**config.mk**
```make
export PLATFORM = sky130hd
export DESIGN_NAME = cfg_stream_loader
export DESIGN_NICKNAME = d
export VERILOG_FILES = /design/src/rtl/cfg_stream_loader.sv
export SDC_FILE = /design/constraint.sdc
export NUM_CORES = 1
export LEC_CHECK = 0
export CAP_MARGIN = 30
export CORE_UTILIZATION = 40
export CTS_CLUSTER_DIAMETER = 120
export DETAILED_ROUTE_END_ITERATION = 12
export DONT_BUFFER_PORTS = 1
export GPL_ROUTABILITY_DRIVEN = 0
export SLEW_MARGIN = 0
export SYNTH_ARGS = -nofsm -noshare
export SYNTH_HDL_FRONTEND = slang
export SYNTH_SLANG_ARGS = --single-unit
```
**constraint.sdc**
```tcl
create_clock -name clk_in -period 3.64 [get_ports clk_in]
set_input_delay 0.546 -clock clk_in [delete_from_list [all_inputs] [get_ports clk_in]]
set_output_delay 0.546 -clock clk_in [all_outputs]
set_load 0.05 [all_outputs]
```
**src/rtl/cfg_stream_loader.sv**
```systemverilog
// rtl/cfg_stream_loader.sv - config word FIFO, tile-ID filter and write/read strobe sequencer
// Optional feature macro: CFG_BROADCAST_EN (tile ID 16'hFFFF addresses every tile for writes)
module cfg_stream_loader #(
  parameter int FIFO_DEPTH = 4,
  parameter int READ_LAT   = 2
) (
  input  logic        clk_in,
  input  logic        reset_n,
  input  logic [15:0] tile_id,
  input  logic        cfg_valid,
  output logic        cfg_ready,
  input  logic [31:0] cfg_addr,
  input  logic [31:0] cfg_data,
  input  logic        cfg_read,
  input  logic        cfg_last,
  output logic [31:0] config_addr,
  output logic [31:0] config_data,
  output logic        config_write,
  output logic        config_read,
  input  logic [31:0] read_data,
  output logic [31:0] rd_data,
  output logic        rd_valid,
  output logic        done,
  output logic [15:0] wr_count,
  output logic [15:0] drop_count
);

  localparam int AW = $clog2(FIFO_DEPTH);
  localparam int EW = 66;
  localparam int CW = (READ_LAT > 1) ? $clog2(READ_LAT) : 1;

  typedef enum logic [2:0] {
    S_IDLE,
    S_WRITE,
    S_READ,
    S_WAIT,
    S_DONE
  } state_t;

  state_t r_state;
  state_t w_next;

  logic [EW-1:0] r_mem [FIFO_DEPTH];
  logic [AW:0]   r_wptr;
  logic [AW:0]   r_rptr;
  logic          w_empty;
  logic          w_full;
  logic          w_push;
  logic          w_pop;
  logic          w_match;
  logic [EW-1:0] w_head;
  logic [31:0]   w_head_addr;
  logic [31:0]   w_head_data;
  logic          w_head_read;
  logic          w_head_last;

  logic          r_last;
  logic [CW-1:0] r_wait;
  logic [31:0]   r_addr;
  logic [31:0]   r_data;
  logic [31:0]   r_rd_data;
  logic [15:0]   r_wr_count;
  logic [15:0]   r_drop_count;

  // Full/empty come from registered pointers only, so ready never depends on a same-cycle pop.
  assign w_empty   = (r_wptr == r_rptr);
  assign w_full    = (r_wptr[AW] != r_rptr[AW]) && (r_wptr[AW-1:0] == r_rptr[AW-1:0]);
  assign cfg_ready = !w_full && (r_state != S_DONE);
  assign w_push    = cfg_valid && cfg_ready;
  assign w_pop     = (r_state == S_IDLE) && !w_empty;
  assign w_head    = r_mem[r_rptr[AW-1:0]];
  assign {w_head_addr, w_head_data, w_head_read, w_head_last} = w_head;

`ifdef CFG_BROADCAST_EN
  // Broadcast ID hits every tile for writes; a broadcast read has no single owner and is dropped.
  assign w_match = (w_head_addr[15:0] == 16'hFFFF) ? !w_head_read
                                                   : (w_head_addr[15:0] == tile_id);
`else
  assign w_match = (w_head_addr[15:0] == tile_id);
`endif

  assign config_addr = r_addr;
  assign config_data = r_data;
  assign rd_data     = r_rd_data;
  assign wr_count    = r_wr_count;
  assign drop_count  = r_drop_count;

  // FIFO storage; contents need no reset because the pointers define validity.
  always_ff @(posedge clk_in) begin
    if (w_push) r_mem[r_wptr[AW-1:0]] <= {cfg_addr, cfg_data, cfg_read, cfg_last};
  end

  // FIFO pointers with a wrap bit to tell full from empty.
  always_ff @(posedge clk_in or negedge reset_n) begin
    if (!reset_n) begin
      r_wptr <= '0;
      r_rptr <= '0;
    end else begin
      if (w_push) r_wptr <= r_wptr + {{AW{1'b0}}, 1'b1};
      if (w_pop)  r_rptr <= r_rptr + {{AW{1'b0}}, 1'b1};
    end
  end

  // FSM state register.
  always_ff @(posedge clk_in or negedge reset_n) begin
    if (!reset_n) r_state <= S_IDLE;
    else          r_state <= w_next;
  end

  // Next-state decode and strobe outputs; strobes are pure state decodes so reset kills them at once.
  always_comb begin
    w_next       = r_state;
    config_write = 1'b0;
    config_read  = 1'b0;
    rd_valid     = 1'b0;
    done         = 1'b0;
    case (r_state)
      S_IDLE: begin
        if (!w_empty) begin
          if (w_match)          w_next = w_head_read ? S_READ : S_WRITE;
          else if (w_head_last) w_next = S_DONE;
        end
      end
      S_WRITE: begin
        config_write = 1'b1;
        w_next       = r_last ? S_DONE : S_IDLE;
      end
      S_READ: begin
        config_read = 1'b1;
        w_next      = S_WAIT;
      end
      S_WAIT: begin
        if (r_wait == '0) begin
          rd_valid = 1'b1;
          w_next   = r_last ? S_DONE : S_IDLE;
        end
      end
      S_DONE:  done = 1'b1;
      default: w_next = S_IDLE;
    endcase
  end

  // Command latch, read-latency counter and read-back capture.
  always_ff @(posedge clk_in or negedge reset_n) begin
    if (!reset_n) begin
      r_addr    <= '0;
      r_data    <= '0;
      r_last    <= 1'b0;
      r_wait    <= '0;
      r_rd_data <= '0;
    end else begin
      if (w_pop && w_match) begin
        r_addr <= w_head_addr;
        r_last <= w_head_last;
        if (!w_head_read) r_data <= w_head_data;
      end
      if (r_state == S_READ)                      r_wait <= CW'(READ_LAT - 1);
      else if (r_state == S_WAIT && r_wait != '0) r_wait <= r_wait - CW'(1);
      if (rd_valid) r_rd_data <= read_data;
    end
  end

  // Saturating write and drop counters.
  always_ff @(posedge clk_in or negedge reset_n) begin
    if (!reset_n) begin
      r_wr_count   <= '0;
      r_drop_count <= '0;
    end else begin
      if (r_state == S_WRITE && r_wr_count != 16'hFFFF)     r_wr_count   <= r_wr_count + 16'd1;
      if (w_pop && !w_match && r_drop_count != 16'hFFFF)    r_drop_count <= r_drop_count + 16'd1;
    end
  end

endmodule

```
==> reports/qor.csv, run 1 <==
metric;value;unit
arrival;3.77;ns
io_pins;250;
path_clk_slew;0.06;ns
numCtsBuffers;44;
dr.pass1.iters;4;
fin_hold_ws;-0.0259;ns
coreArea;37600;um2
root_buffer;clkbuf_16;
multi_input_area;3750;um2
placementRows;71;
critPathKind;flop to flop;
pwr-share-clk;37.5;%
nFillCells;3140;
tightest_slew;0.826;ns
relSlewSlack;44.5;%
clock_skew;0.0121;ns
num_antenna_cells;0;
grt_pass1_wl;45.1;mm
clock_path_buffers;3;
clk_latency;0.55;ns
p_leak;6.53;nW
crit_required;4.07;ns
combPwrFrac;15.4;%
io_buffers;0;
r2r-start;r_rptr[0];
met1_usage;18.9;%
dp.final_hpwl;17.3;mm
areaGrowthSynthToFinish;14.7;%
fin_area;17500;um2
reg2reg_setup_slack;0.30;ns
slew_violations;0;
yosysWarnings;0;
final_hold_viol_count;29;
grt_usage;15.7;%
globalRoute.busiestLayer;met2;
place_area;16000;um2
grt_max_degree;140;
grt_antenna_before_repair;1;
hold_path.class;primary input to async pin;
grt_use_met2;26.1;%
period_minus_slack;3.34;ns
finalPower;11.7;mW
crit_fanout;33;
tns;0;ns
power_density;668;nW/um2
clock_sink_count;403;
syn-num-nets;881;
htreeDepth;2;
die_w;197;um
internal_power;8.75;mW
finalSetupViolCount;0;
reg2reg_depth;8;
worstSetupEndpoint;config_data[30];
fin_nets;923;
regArea;11400;um2
final_cell_mix;edfxtp_1 (264), dfrtp_1 (137), mux4_2 (66), mux2_1 (55), mux2_2 (47);
cp-start-kind;flop;
dpl.cell_count;1263;
syn-cell-area;15300;um2
cts_tree;done;
power_switching;2.94;mW
drive_above_1_share;25.0;%
die_area;38900;um2
gr-total-overflow;0;
vdd_drop_max;0.480;mV
layout.cells.non_filler;1343;
drc;0;
reg2reg_to;config_data[30];
ys_types;35;
routed_wirelength;29.9;mm
layout_commonest_cell;edfxtp_1;
avgRoutedWirePerCell;22.2;um
initial_core_util;40.6;%
detail-route-antenna-nets;0;
drv_cap;0;
power_frac_seq;47.1;%
status;finished, violations left;
drt_iter0_drc;211;
gr-usage-met3;5.34;%
grt_pass1_vias;7492;
min_period_over_period;91.9;%
die_height;197;um
rsz0062_at_grt;no;
synth_cells;757;
viasPerCell;5.15;
seq_area_frac_synth;74.7;%
violations;hold timing;
ys_ff_latch;403;
swShare;25.1;%
critPathCaptureType;flop;
fmax;299;MHz
synth_area_per_cell;20.2;um2
startpoint;r_rptr[0];
dr_total_vias;6921;
sequential cells by signal (all words and copies together), names as in the netlist:
signal / count
config_addr: 32
config_data: 32
drop_count: 16
r_last: 1
r_mem: 264
r_rptr: 3
r_state: 3
r_wait: 1
r_wptr: 3
rd_data: 32
wr_count: 16
cell type report:
type                       count  area share, %
clock buffer                  62           6.91
clock inverter                17           1.22
inverter                       5          0.107
multi-input combinational    322           21.4
sequential                   403           65.2
tap                          511           3.65
timing repair buffer          23           1.46
metal layers:
layer  wire (um)  vias to the layer above  part of all wire [%]
met5           0                        -                     0
met4         690                        0                   2.3
met3        2510                       46                   8.4
met2       14700                      220                    49
met1       12000                     3608                    40
li1            -                     3047                     -
metrics by stage:
| stage | util (%) | worst slack (ns) |
|---|---|---|
| global placement | 42.7 | 0.238 |
| global route | 46.6 | 0.0341 |
| CTS | 46.6 | 0.0525 |
| detailed placement | 42.7 | 0.214 |
| floorplan | - | 0.0282 |
| finish | 46.6 | 0.296 |
cells in the mapped netlist, drive strengths merged:
cell type  instances  area (um2)
o31ai              2        15.0
mux4              66        1490
nor3               8        40.0
nand3             11        60.1
nor4               8        71.3
nand2b             4        25.0
a21oi              3        15.0
o21ai              3        15.0
nand4             10        62.6
a21o               1        7.51
o22ai              1        6.26
xnor2             29         254
and3               7        43.8
inv                5        18.8
and2               3        18.8
xor2              22         193
edfxtp           264        7930
ha                 7        87.6
clkbuf            14        52.6
nor4b              2        17.5
nand2             18        70.1
nor2b              2        12.5
mux2             102        1150
and4               2        17.5
nor2               9        33.8
buf               13        66.3
nor3b              2        15.0
dfrtp            139        3480
what timing repair did:
item,CTS,global route
hold buffers,1,0
resized for setup,0,1
endpoints found under the hold margin,139,0
buffers inserted,0,0
endpoints found under the setup margin,0,1
logic make-up after synthesis:
family,count (synthesis),share of synthesized area [%]
AO/OA/AOI/OAI,10,0.385
XOR/XNOR,51,2.93
adder cells (fa/ha/maj),7,0.574
buffers and inverters,32,0.902
flip-flops,403,74.7
multiplexers,168,17.3
AND/OR/NAND/NOR,86,3.20
worst max-delay path, cell delays in order (launching register included):
cell	delay (ns)
dfrtp_4	0.77
mux4_2	0.59
xnor2_1	0.17
nand4_1	0.23
nor4_4	0.38
buf_4	0.28
nand3_2	0.07
buf_4	0.28
mux2_1	0.38
worst min-delay path by stage:
stage                     endpoint  slack [ns]  startpoint  cells past startpoint
floorplan           config_addr[0]        0.25     reset_n                      0
global placement       wr_count[1]        0.25     reset_n                      0
detailed placement     wr_count[0]        0.25     reset_n                      0
CTS                    wr_count[0]        0.01     reset_n                      1
global route           wr_count[0]        0.05     reset_n                      1
finish                 wr_count[6]       -0.03     reset_n                      1
power groups by stage:
stage	registers [mW]	clock network (mW)	logic, mW
floorplan	5.46	0	1.50
global placement	5.61	0	1.79
detailed placement	5.62	0	1.80
CTS	5.53	4.52	1.85
global route	5.56	4.69	1.97
finish	5.51	4.39	1.80
(Power assumes the default switching activity.)
==> run 2: changes to the inputs <==
- CORE_MARGIN: not set -> 1
==> results of run 2 <==
The final DEF is identical to that of run 1; final timing and power are the same.
